File: src/rtl/evm_pkg.sv
// Shared types and defaults for the vote logger.
// Optional build macro used by this block: DEBOUNCE_EN (per-button debounce filter).
package evm_pkg;

    localparam int unsigned NUM_CAND                = 4;
    localparam int unsigned CAND_IDX_W              = 2;
    localparam int unsigned CNT_W_DEFAULT           = 4;
    localparam int unsigned LOCKOUT_CYCLES_DEFAULT  = 10;
    localparam int unsigned DEBOUNCE_CYCLES_DEFAULT = 16;

    typedef enum logic [1:0] {
        IDLE,
        VOTE,
        WAIT_RELEASE,
        LOCKOUT
    } state_e;

    // Index of the set bit; only meaningful when exactly one bit is set.
    function automatic logic [CAND_IDX_W-1:0] onehot_to_idx(input logic [NUM_CAND-1:0] onehot);
        logic [CAND_IDX_W-1:0] idx;
        idx = '0;
        for (int i = 0; i < NUM_CAND; i++) begin
            if (onehot[i]) idx = CAND_IDX_W'(i);
        end
        return idx;
    endfunction

endpackage

File: src/rtl/button_conditioner.sv
// One candidate button: 2-FF synchroniser, optionally followed by a debounce filter.
// Build macro: DEBOUNCE_EN enables the filter; without it the synchroniser output is used directly.
module button_conditioner
    import evm_pkg::*;
#(
    parameter int unsigned DEBOUNCE_CYCLES = DEBOUNCE_CYCLES_DEFAULT
) (
    input  logic clock,
    input  logic reset,
    input  logic i_raw,
    output logic o_btn
);

    if (DEBOUNCE_CYCLES < 1) begin : g_param_chk
        $error("DEBOUNCE_CYCLES must be at least 1");
    end

    logic r_sync1;
    logic r_sync2;

    // Bring the asynchronous button into the clock domain.
    always_ff @(posedge clock or negedge reset) begin
        if (!reset) begin
            r_sync1 <= 1'b0;
            r_sync2 <= 1'b0;
        end else begin
            r_sync1 <= i_raw;
            r_sync2 <= r_sync1;
        end
    end

`ifdef DEBOUNCE_EN
    localparam int unsigned DB_W = $clog2(DEBOUNCE_CYCLES + 1);

    logic [DB_W-1:0] r_db_cnt;
    logic            r_btn;

    // Accept a new level only after it has been seen on DEBOUNCE_CYCLES consecutive edges.
    always_ff @(posedge clock or negedge reset) begin
        if (!reset) begin
            r_db_cnt <= '0;
            r_btn    <= 1'b0;
        end else if (r_sync2 == r_btn) begin
            r_db_cnt <= '0;
        end else if (r_db_cnt == DB_W'(DEBOUNCE_CYCLES - 1)) begin
            r_btn    <= r_sync2;
            r_db_cnt <= '0;
        end else begin
            r_db_cnt <= r_db_cnt + 1'b1;
        end
    end

    assign o_btn = r_btn;
`else
    assign o_btn = r_sync2;
`endif

endmodule

File: src/rtl/vote_logger.sv
// Vote logger: conditions four candidate buttons, accepts one vote per press,
// keeps saturating per-candidate tallies and a sticky overflow flag.
// Build macro: DEBOUNCE_EN adds a debounce filter after each synchroniser.
module vote_logger
    import evm_pkg::*;
#(
    parameter int unsigned CNT_W           = CNT_W_DEFAULT,
    parameter int unsigned LOCKOUT_CYCLES  = LOCKOUT_CYCLES_DEFAULT,
    parameter int unsigned DEBOUNCE_CYCLES = DEBOUNCE_CYCLES_DEFAULT
) (
    input  logic             clock,
    input  logic             reset,
    input  logic             mode,
    input  logic             candidate1_button_press,
    input  logic             candidate2_button_press,
    input  logic             candidate3_button_press,
    input  logic             candidate4_button_press,
    output logic             valid_vote_casted,
    output logic [CNT_W-1:0] candidate1_votes,
    output logic [CNT_W-1:0] candidate2_votes,
    output logic [CNT_W-1:0] candidate3_votes,
    output logic [CNT_W-1:0] candidate4_votes,
    output logic             vote_overflow
);

    if (LOCKOUT_CYCLES < 1) begin : g_param_chk
        $error("LOCKOUT_CYCLES must be at least 1");
    end

    localparam int unsigned LOCK_W = (LOCKOUT_CYCLES > 1) ? $clog2(LOCKOUT_CYCLES) : 1;
    localparam logic [CNT_W-1:0] TALLY_MAX = '1;

    logic [NUM_CAND-1:0]   w_raw;
    logic [NUM_CAND-1:0]   w_btn;

    state_e                r_state;
    state_e                w_state_next;
    logic [LOCK_W-1:0]     r_lock_cnt;
    logic [LOCK_W-1:0]     w_lock_cnt_next;
    logic [CAND_IDX_W-1:0] r_idx;
    logic [CAND_IDX_W-1:0] w_idx_next;

    logic [CNT_W-1:0]      r_tally [NUM_CAND];
    logic                  r_valid;
    logic                  r_overflow;
    logic                  w_vote_ok;

    assign w_raw = {candidate4_button_press, candidate3_button_press,
                    candidate2_button_press, candidate1_button_press};

    for (genvar i = 0; i < NUM_CAND; i++) begin : g_cond
        button_conditioner #(
            .DEBOUNCE_CYCLES (DEBOUNCE_CYCLES)
        ) u_cond (
            .clock (clock),
            .reset (reset),
            .i_raw (w_raw[i]),
            .o_btn (w_btn[i])
        );
    end

    // FSM state, lockout counter and latched candidate index.
    always_ff @(posedge clock or negedge reset) begin
        if (!reset) begin
            r_state    <= IDLE;
            r_lock_cnt <= '0;
            r_idx      <= '0;
        end else begin
            r_state    <= w_state_next;
            r_lock_cnt <= w_lock_cnt_next;
            r_idx      <= w_idx_next;
        end
    end

    // Next-state logic: one vote per press, then wait for release and a quiet period.
    always_comb begin
        w_state_next    = r_state;
        w_lock_cnt_next = r_lock_cnt;
        w_idx_next      = r_idx;
        unique case (r_state)
            IDLE: begin
                if (!mode) begin
                    if ($onehot(w_btn)) begin
                        w_idx_next   = onehot_to_idx(w_btn);
                        w_state_next = VOTE;
                    end else if (|w_btn) begin
                        // Ambiguous press: record nothing but still demand a release.
                        w_state_next = WAIT_RELEASE;
                    end
                end
            end
            VOTE: begin
                w_state_next = WAIT_RELEASE;
            end
            WAIT_RELEASE: begin
                if (w_btn == '0) begin
                    w_lock_cnt_next = '0;
                    w_state_next    = LOCKOUT;
                end
            end
            LOCKOUT: begin
                if (r_lock_cnt == LOCK_W'(LOCKOUT_CYCLES - 1)) begin
                    w_lock_cnt_next = '0;
                    w_state_next    = IDLE;
                end else begin
                    w_lock_cnt_next = r_lock_cnt + 1'b1;
                end
            end
            default: begin
                w_state_next = IDLE;
            end
        endcase
    end

    assign w_vote_ok = (r_tally[r_idx] != TALLY_MAX);

    // Record the vote in the VOTE cycle; tally and pulse change on the same edge.
    always_ff @(posedge clock or negedge reset) begin
        if (!reset) begin
            for (int i = 0; i < NUM_CAND; i++) begin
                r_tally[i] <= '0;
            end
            r_valid    <= 1'b0;
            r_overflow <= 1'b0;
        end else begin
            r_valid <= 1'b0;
            if (r_state == VOTE) begin
                if (w_vote_ok) begin
                    r_tally[r_idx] <= r_tally[r_idx] + 1'b1;
                    r_valid        <= 1'b1;
                end else begin
                    r_overflow <= 1'b1;
                end
            end
        end
    end

    assign valid_vote_casted = r_valid;
    assign vote_overflow     = r_overflow;
    assign candidate1_votes  = r_tally[0];
    assign candidate2_votes  = r_tally[1];
    assign candidate3_votes  = r_tally[2];
    assign candidate4_votes  = r_tally[3];

endmodule

File: config.mk
export PLATFORM = sky130hd
export DESIGN_NAME = vote_logger
export DESIGN_NICKNAME = d
export VERILOG_FILES = /design/src/rtl/evm_pkg.sv /design/src/rtl/button_conditioner.sv /design/src/rtl/vote_logger.sv
export SDC_FILE = /design/constraint.sdc
export NUM_CORES = 1
export LEC_CHECK = 0
export ABC_AREA = 1
export CORE_MARGIN = 3
export CORE_UTILIZATION = 58
export CTS_CLUSTER_DIAMETER = 80
export CTS_CLUSTER_SIZE = 8
export DETAILED_ROUTE_END_ITERATION = 8
export PLACE_DENSITY = 0.89
export RECOVER_POWER = 100
export SLEW_MARGIN = 20
export SYNTH_ARGS = -nofsm -noshare
export SYNTH_HDL_FRONTEND = slang
export SYNTH_HIERARCHICAL = 1
export SYNTH_SLANG_ARGS = --single-unit
File: constraint.sdc
create_clock -name clock -period 5.3 [get_ports clock]
set_input_delay 1.325 -clock clock [delete_from_list [all_inputs] [get_ports clock]]
set_output_delay 1.325 -clock clock [all_outputs]
set_load 0.01 [all_outputs]
* Yosys cells after proc, flatten, opt, wreduce, memory -nomap -nowiden
Cells that the tools add are included.
** Cells by class
- Div/mod/pow operators :: 0
- Equality and inequality tests :: 10
- Shift-type cells :: 0
- Add/sub/neg operators :: 5
- Reductions and logical operators :: 10
- Multiplexer cells :: 20
- Bitwise logic cells :: 3
- Order comparisons :: 2
- Multiply operators :: 0
** Operators with widths (count)
- $mux 4 :: 5
- $bwmux 16 :: 1
- $mux 2 :: 7
- $add 4x1->4 const B :: 2
- $bmux 4 s2 :: 1
- $demux 4 s2 :: 1
- $pmux 2 s4 :: 1
- $pmux 4 s2 :: 1
- $ne 2x2->1 const B :: 3
- $reduce_and 2->1 :: 3
- $add 1x1->2 :: 2
- $eq 2x2->1 const B :: 2
- $eq 4x4->1 const B :: 1
- $logic_not 4->1 :: 1
- $ne 4x4->1 const B :: 1
- $reduce_and 4->1 :: 1
- $reduce_or 4->1 :: 1
- $add 2x2->3 :: 1
- $eq 3x1->1 const B :: 1
- $ge 3x3->1 const B :: 1
- $lt 3x1->1 const B :: 1
- $mux 1 :: 3
- $ne 3x3->1 const B :: 1
- $not 2->3 :: 1
- other kinds (6) :: 7
** Word-level totals
- Latch bits :: 0
- Memories :: 0
- Bits in registers :: 34
- Input bits :: 7
- RAM bits :: 0
- Memory bits (read-only) :: 0

* Longest topological paths before layout
Gate-level depths: netlist of run 1.
- Depth after elaboration :: 7
- Mapped depth :: 12
- Mapped depth without buffers :: 12

* By module
The synthesis of run 1 kept the hierarchy.
** Modules (own cells, without submodules)
- vote_logger :: area an instance 1590.3 um2, instances 1, cells an instance 201, sequential area each 650.6 um2
- button_conditioner :: area an instance 50.0 um2, instances 4, cells an instance 2, sequential area each 50.0 um2

* Worst setup path after synthesis of run 1
OpenSTA, ideal clock, no wires.
- Path kind :: flip-flop to flip-flop
- Start point :: register g_cond[0].u_cond.r_sync2
- End point :: register r_state[0]
- Arrival :: 1975 ps
- Slack :: 3242 ps
- Data required time :: 5217 ps
- Cell stages (with the launch flop) :: 13
- Setup time :: 83 ps
- Cell sequence :: dfrtp_1 inv_1 fa_1 inv_1 ha_1 ha_1 nor2_1 nand2_1 nand2_1 nand2_1 a21oi_1 nand3_1 o21ai_0
** Between the ends
- Cells in the longest elaborated chain, start to end :: 6
- Elaborated cells between the ends (all ways) :: 11
- Classes of those cells :: add/sub (2); eq/ne (3); mux (3); reduce/logical (3)
** RTL lines
- start: declaration :: line button_conditioner.sv:19 : logic r_sync2;
- start signal: assignment :: line button_conditioner.sv:28 : r_sync2 <= r_sync1;
- $add 1x1->2 (implied by the code) :: line vote_logger.sv:83 : if ($onehot(w_btn)) begin
- $add 2x2->3 (implied by the code) :: line vote_logger.sv:83
- $eq 3x1->1 :: line vote_logger.sv:83
- $mux 2 :: line vote_logger.sv:83
- $mux 2 :: line vote_logger.sv:82 : if (!mode) begin
- $pmux 2 s4 :: line vote_logger.sv:80 : unique case (r_state)
- end signal: assignment :: line vote_logger.sv:69 : r_state <= w_state_next;
- end: declaration :: line vote_logger.sv:36 : state_e r_state;
Parallel ways exist; a longest one is shown, timed or not. The select of a mux whose other input is x is not followed.
A chain may end at the register's enable or synchronous reset.

==> summary by stage, run 1 <==
Logic synthesis
Counting distinct cell types in the post-synthesis netlist gives 24. The netlist area before placement is 1790 µm². Synthesis produced a netlist whose cell count is 209. The post-synthesis cell type with the largest combined area is sky130_fd_sc_hd__dfrtp_1. Ranked by total cell area, the synthesized netlist is headed by sky130_fd_sc_hd__dfrtp_1, sky130_fd_sc_hd__nand2_1, sky130_fd_sc_hd__ha_1, sky130_fd_sc_hd__nand3_4, sky130_fd_sc_hd__inv_1.

For this run, the number of Yosys warnings is 6. The synthesized design contains 34 register bits. The net count of the mapped netlist is 228. The post-synthesis area per instance is 8.57 µm². The area share of the largest cell type after synthesis is 47.5%.

The sequential fraction of the synthesis area is 47.5%.

Global routing
The total overflow left after global routing is 0. The initial antenna violation count is 0. The global-route wire length before repair is 5500 µm. The number of global-route vias before repair is 1288.

The maximum number of pins on one net before global-route repair is 35. Global routing used 20.3% of the available tracks.

Setup path
The classification of the worst setup path is input port to asynchronous set/reset pin. The gate family responsible for the most delay along the worst path is buffers and inverters. The peak fanout along the critical path is 34. The worst setup path is captured at an asynchronous set/reset pin. The count of cell instances traversed by the critical path is 2. The critical path arrival is 3.10 ns.

The endpoint of the worst register-to-register path is candidate3_votes[2]. The startpoint type of the worst setup path is an input port. The slack of the worst reg-to-reg path is 2.82 ns. The number of buffers and inverters on the critical path is 2. The required arrival time at the worst endpoint is 5.43 ns. The slowest stage of the critical path belongs to the cell sky130_fd_sc_hd__clkbuf_1. In this design, the stage delay of the slowest critical-path cell is 1.24 ns. The startpoint identified for the worst register-to-register timing path is r_idx[0]. Traced cell by cell, the critical path runs through dlygate4sd3_1 -> clkbuf_1. The worst register-to-register path has a depth of 10.

CTS
The root buffer cell chosen for the clock tree is sky130_fd_sc_hd__clkbuf_4. The post-CTS setup buffer count is 0. After clock tree synthesis, the clock-pin slew on the worst setup and hold paths is 0.10 ns. The CTS sink count is 34. TritonCTS built the clock tree.

The post-cts resize count is 0. The longest clock path from root to sink contains 2 buffers. The number of buffers inserted during clock tree synthesis is 5. The clock reaches the later pin of the worst-skew pair after 0.34 ns. The cts-stage hold buffer count is 0. The clock tree synthesis step divided the H-tree into 2 levels.

Floorplanning
The die area is 3790 µm². In this run the horizontal extent of the chip is 61.6 µm. The floorplan die height is 61.6 µm. The number of top-level pins is 25. For this configuration, the core starts out at a cell density of 62.8%. The floorplan step defined a core boundary enclosing 2850 µm².

The number of standard-cell rows in the floorplan is 19.

Power
The worst-case IR drop observed on VDD is 0.000301 V. The sum of internal, switching and leakage power is 1.01 mW. The power per unit of standard cell area is 492 nW/µm². The leakage power summed over all cells is 1.14 nW.

Layout
The post-route netlist has 7.53% of its cells at a drive strength greater than 1. Summing all multi-input logic gate instances after layout gives 749 µm². The combined flip-flop and latch cell area is 851 µm². The most frequent standard cell in the layout excluding fill and tap cells is sky130_fd_sc_hd__nand2_1.

The total non-filler cell area in the finished layout is 2060 µm². The library cells used most frequently in the layout, excluding fill and tap cells, are sky130_fd_sc_hd__nand2_1, sky130_fd_sc_hd__dfrtp_1, sky130_fd_sc_hd__inv_1, sky130_fd_sc_hd__dlygate4sd3_1, sky130_fd_sc_hd__o21ai_0. The number of cells in the finished layout apart from fillers is 270. The number of antenna cells inserted is 0. The layout has 225 filler cells. The number of nets in the final layout is 257. The area overhead of the layout relative to synthesis is 15.2%.

Routing
The DRC violation count after routing is 0. For this block, the via count after detailed routing is 1436. The total wire length is 3250 µm.

The count of nets left with antenna violations once routing finished came out at 0. After detailed routing, the average wire length per cell comes to 12.0 µm. Dividing the detail-routed via count by the number of cells gives 5.32. After the first detailed-routing iteration, the DRC count stood at 88. The pre-antenna-repair detailed-routing pass consisted of 4 iterations.

Placed design
Routability-driven placement finished with a final weighted congestion of 0.860. The instance area after placement is 2050 µm². Counting tap cells, the placed design contains a total of 262 instances. The number of buffers added on ports is 24. The HPWL after detailed placement is 2380 µm.

Timing
The sum of negative setup slack is 0 ns. The share of the cycle needed by the critical path after routing is 56.1%. The final-report hold violation count is 0.

The worst path needs 2.97 ns of the cycle, external delays included. The slew at the pin with the worst max-slew slack is 1.73 ns. The number of failing setup endpoints in the final timing report is 0. Setup repair after global routing left no endpoint under its margin.

Measured against its own limit, the worst slew margin works out to -15.5%. Clock skew on the completed layout was measured at 0.0139 ns. The max-slew violation total from the final report came to 35. Based on the critical path, the design can be clocked at up to 336 MHz.

Run status
The checks that failed: max-capacitance violations, max-slew violations. The run finished, with violations left.

Worst hold path
In this run the most critical hold path is launched from g_cond[1].u_cond/r_sync1. The sink of the worst hold path is g_cond[1].u_cond/o_btn. The worst hold path passes through 0 cells. The kind of path behind the tightest hold check is flip-flop to flip-flop.

Run
The number of maximum-capacitance constraint violations is 1.
==> kinds of logic after synthesis <==
logic type / synth area share, %
AOI/OAI and AO/OA: 7.90
xor gates and xnor gates: 0.489
adders and majority gates: 8.80
buffers and inverters: 6.99
DFF: 47.5
and+or+nand+nor: 28.3
==> layout make-up <==
| cell class | instances | share of cell area, % |
|---|---|---|
| timing repair buffer | 25 | 11.8 |
| inverter | 27 | 4.91 |
| sequential | 34 | 41.2 |
| tap | 31 | 1.88 |
| multi-input combinational | 145 | 36.3 |
| clock buffer | 8 | 3.82 |
==> where the power goes <==
group          total (mW)  switching (mW)  internal, mW
clock network       0.176          0.0856        0.0906
logic               0.439           0.266         0.172
registers           0.399          0.0705         0.329
total                1.01           0.422         0.592
==> state kept, by name, summed over array words and instances, names as in the netlist, 2 cells and up <==
signal / cells
candidate1_votes: 4
candidate4_votes: 4
r_state: 2
candidate3_votes: 4
candidate2_votes: 4
r_idx: 2
g_cond.u_cond/r_sync1: 4
g_cond.u_cond/o_btn: 4
r_lock_cnt: 4
==> worst max path at each step <==
| stage | start | to | slack (ns) |
|---|---|---|---|
| final | reset | g_cond[0].u_cond/o_btn | 2.33 |
| after CTS | candidate1_votes[2] | candidate1_votes[2] | 2.65 |
| after global placement | mode | r_state[0] | 3.02 |
| after floorplan | g_cond[0].u_cond/o_btn | r_state[0] | 3.24 |
| after detailed placement | mode | r_state[1] | 2.98 |
| after global routing | reset | candidate1_votes[2] | 1.95 |
==> synthesized netlist by cell type <==
library cell,count
sky130_fd_sc_hd__inv_2,5
sky130_fd_sc_hd__o21bai_1,1
sky130_fd_sc_hd__nor3_1,1
sky130_fd_sc_hd__nor2_1,9
sky130_fd_sc_hd__o21ai_0,8
sky130_fd_sc_hd__nand4_1,2
sky130_fd_sc_hd__buf_2,1
sky130_fd_sc_hd__o22ai_1,1
sky130_fd_sc_hd__xnor2_1,1
sky130_fd_sc_hd__o31ai_1,1
sky130_fd_sc_hd__nand2_1,73
sky130_fd_sc_hd__fa_1,1
sky130_fd_sc_hd__a21oi_1,4
sky130_fd_sc_hd__nand2_4,2
sky130_fd_sc_hd__or2_2,1
sky130_fd_sc_hd__dfrtp_1,34
sky130_fd_sc_hd__buf_4,1
sky130_fd_sc_hd__ha_1,11
sky130_fd_sc_hd__nand2_2,4
sky130_fd_sc_hd__inv_1,22
sky130_fd_sc_hd__o21ai_1,12
sky130_fd_sc_hd__nand3_1,8
sky130_fd_sc_hd__buf_6,1
sky130_fd_sc_hd__nand3_4,5
==> per-layer routing <==
layer  routed length [µm]  GRT usage, %  vias up
li1                     -             -      722
met1                 1490          25.5      661
met2                 1480          31.7       45
met3                  196          5.03        8
met4                   79          11.8        0
met5                    0             0        -
==> through the flow <==
| stage | hold WS (ns) | setup WS [ns] | utilization (%) |
|---|---|---|---|
| after floorplan | 0.331 | 3.24 | - |
| after global placement | 0.334 | 3.02 | 72.0 |
| after detailed placement | 0.339 | 2.98 | 72.0 |
| after CTS | 0.360 | 2.65 | 74.7 |
| after global routing | 0.367 | 1.95 | 72.3 |
| final | 0.349 | 2.33 | 72.3 |
No activity file was read; power rests on OpenSTA's default activity.
==> run 2: changes to the inputs <==
- CORE_UTILIZATION: 58 -> 54
- PLACE_DENSITY: 0.89 -> 0.84
- clock period: 5.3 -> 2.9 ns (I/O delays scaled with it)
==> summary by stage, run 2 (synthesis gave the netlist of run 1 again) <==
Run status
The flow ran to the end, and the final reports show no timing, DRC or antenna violations.

Worst hold path
The startpoint of the lowest-slack hold path is g_cond[2].u_cond/r_sync1. The path with the worst hold slack has its endpoint at g_cond[2].u_cond/o_btn. The kind of path behind the tightest hold check is flip-flop to flip-flop. The number of cells traversed by the worst hold path is 0 (unchanged).

Global routing
The sum of overflow across all layers after global routing is 0 (unchanged). The number of global-route vias before repair is 1359 (+5.5%). The initial antenna violation count came to 0 (unchanged). The total global-route track usage is 18.6% (-1.7 points).

The global-route wire length before repair is 5810 µm (+5.6%). The maximum number of pins on one net before global-route repair is 35 (unchanged).

Setup path
The classification of the worst setup path is flip-flop to flip-flop. Walking the worst path, the cells encountered are inv_1 -> nand2_1 -> nand2_1 -> nand2_1 -> nand2_2 -> ha_1 -> nand3_1 -> nand3_4 -> nand2_1 -> o21ai_0. The number of buffers and inverters on the critical path is 1 (-1). The peak per-stage delay on the critical path is 0.63 ns (-0.61 ns). The endpoint of the worst register-to-register path is candidate3_votes[2]. The count of cells along the worst register-to-register path was 10 (unchanged). The startpoint identified for the worst register-to-register timing path is r_idx[0].

Among cell families on the critical path, the largest total delay comes from simple AND/OR/NAND/NOR gates. The slack of the worst reg-to-reg path is 0.46 ns (-2.36 ns). The slowest stage of the critical path belongs to the cell sky130_fd_sc_hd__dfrtp_1. The critical path arrival was 2.64 ns (-0.46 ns).

Among the stages of the critical path, the cell type that occurs most often is sky130_fd_sc_hd__nand2_1. The count of cell instances traversed by the critical path is 10 (+8). The worst setup path is launched from a flip-flop. The peak fanout along the critical path was 14 (-59%). The required arrival time at the worst endpoint is 3.10 ns (-2.33 ns). STA classifies the critical path endpoint as a flip-flop.

Timing
Setup repair after global routing left no endpoint under its margin. The final worst slack is 0.463 ns (-1.86 ns). The max-slew violation total from the final report is 0 (-100%). The slew at the pin with the worst max-slew slack is 0.515 ns (-1.22 ns). The worst clock skew was 0.00746 ns (-0.00646 ns). The final-report hold violation count was 0 (unchanged).

The remaining max-slew budget at the tightest pin is 65.6% (+81 points). The worst path uses 84.0% of the clock period. The number of failing setup endpoints in the final timing report is 0 (unchanged). The worst path in the final design needs a cycle of 2.44 ns, including I/O delays and setup.

The sum of negative setup slack was 0 ns (unchanged). The achievable clock frequency is 410 MHz.

CTS
The cell at the root of the clock tree is sky130_fd_sc_hd__clkbuf_4. The clock input transition at the sequential cells of the worst setup and hold paths is 0.10 ns (about the same). The post-CTS setup buffer count came to 0 (unchanged).

The number of buffers on the longest clock path came to 2 (unchanged). The number of buffers inserted during clock tree synthesis is 5 (unchanged). The cts-stage hold buffer count came to 0 (unchanged).

TritonCTS built the clock tree. The post-cts resize count is 0 (unchanged). The CTS sink count was 34 (unchanged). The clock latency on the worst-skew pair is 0.33 ns (about the same). The number of H-tree levels is 2 (unchanged).

Power
The power per unit of standard cell area was 867 nW/µm² (+76%). The peak supply drop is 0.000413 V (+37%). The leakage power summed over all cells was 1.14 nW (-0.20%).

Floorplanning
The number of top-level pins is 25 (unchanged). The number of standard-cell rows in the floorplan is 20 (+1). The effective utilization at floorplan is 57.7% (-5.1 points).

The die area is 4040 µm² (+6.7%). The placeable core region is 3100 µm² (+8.8%). The die span in x is 63.6 µm (+3.3%). The floorplan die height is 63.6 µm (+3.3%).

Routing
The remaining number of nets flagged by the antenna check after routing was 0 (unchanged). The total vias in the final route is 1391 (-3.1%). The first-pass iteration count of the detailed router was 4 (unchanged). The number of design-rule violations left by the first detailed-router iteration came to 58 (-34%).

The post-detailed-route via-to-cell ratio is 4.92 (-7.6%). The average detailed-routed wire length per instance was 10.9 µm (-8.9%). The DRC violation count after routing is 0 (unchanged). The total wire length is 3100 µm (-4.6%).

Placed design
The number of buffers added on ports was 24 (unchanged). The cell count after placement is 275 (+5.0%). The weighted congestion reported at the end of routability-driven placement came to 0.828 (-3.7%).

The pre-CTS worst setup slack is 0.664 ns (-2.32 ns). The HPWL after detailed placement is 2310 µm (-2.7%).

Run
The number of maximum-capacitance constraint violations is 0 (-1).

Layout
The total area of multi-input combinational cells was 802 µm² (+7.0%). The library cell used most frequently in the layout, excluding fill and tap cells, is sky130_fd_sc_hd__nand2_1. The number of nets in the final layout is 257 (unchanged). The fill cell total of the finished layout is 284 (+26%).

The combined flip-flop and latch cell area is 851 µm² (unchanged). The fraction of final layout cells with drive strength greater than 1 is 9.62% (+2.1 points). The final standard cell utilization of the core is 68.2% (-4.1 points). The top cell types in the final layout, fill and taps aside, are sky130_fd_sc_hd__nand2_1, sky130_fd_sc_hd__dfrtp_1, sky130_fd_sc_hd__inv_1, sky130_fd_sc_hd__dlygate4sd3_1, sky130_fd_sc_hd__o21ai_0. The number of cells in the finished layout apart from fillers is 283 (+4.8%). The number of antenna cells inserted is 0 (unchanged). The area growth from synthesis to layout is 18.2%.
-- run 2: cell types whose count changed in the layout (fill, tap and decap cells not counted), sizes merged --
cell	previous run	this run
buf	0	1
clkbuf	9	7
clkinv	0	1
-- run 2: metrics by stage --
step                hold WS (ns)  instance area, µm²  total power [mW]
floorplan                  0.331                1790              1.34
CTS                        0.358                2130              1.91
global route               0.366                2120              2.03
global placement           0.332                2070              1.61
finish                     0.356                2120              1.84
detailed placement         0.336                2070              1.65
-- run 2: layout make-up --
class	count	share of cell area (%)
Multi-Input combinational cell	145	37.9
Timing Repair Buffer	25	11.7
Tap cell	44	2.60
Inverter	27	4.79
Sequential cell	34	40.2
Clock inverter	1	0.236
Clock buffer	7	2.60
-- run 2: worst max path at each step --
stage	start	end
2_1_floorplan	g_cond[0].u_cond/o_btn	r_state[0]
3_5_place_dp	g_cond[0].u_cond/o_btn	r_state[0]
4_1_cts	g_cond[0].u_cond/o_btn	r_state[0]
6_report	r_idx[0]	candidate3_votes[2]
3_3_place_gp	g_cond[0].u_cond/o_btn	r_state[0]
5_1_grt	r_idx[0]	candidate1_votes[0]
-- run 2: where the power goes --
part           switching (mW)  internal, mW  total [mW]
Clock                   0.148         0.117       0.266
Combinational           0.509         0.329       0.838
Sequential              0.131         0.601       0.732
-- run 2: layer usage --
| layer | vias to the layer above | wire, µm | track usage [%] |
|---|---|---|---|
| met5 | - | 0 | 0 |
| met2 | 22 | 1400 | 27.6 |
| met3 | 6 | 129 | 6.95 |
| met1 | 648 | 1520 | 24.4 |
| li1 | 715 | - | - |
| met4 | 0 | 46 | 7.28 |
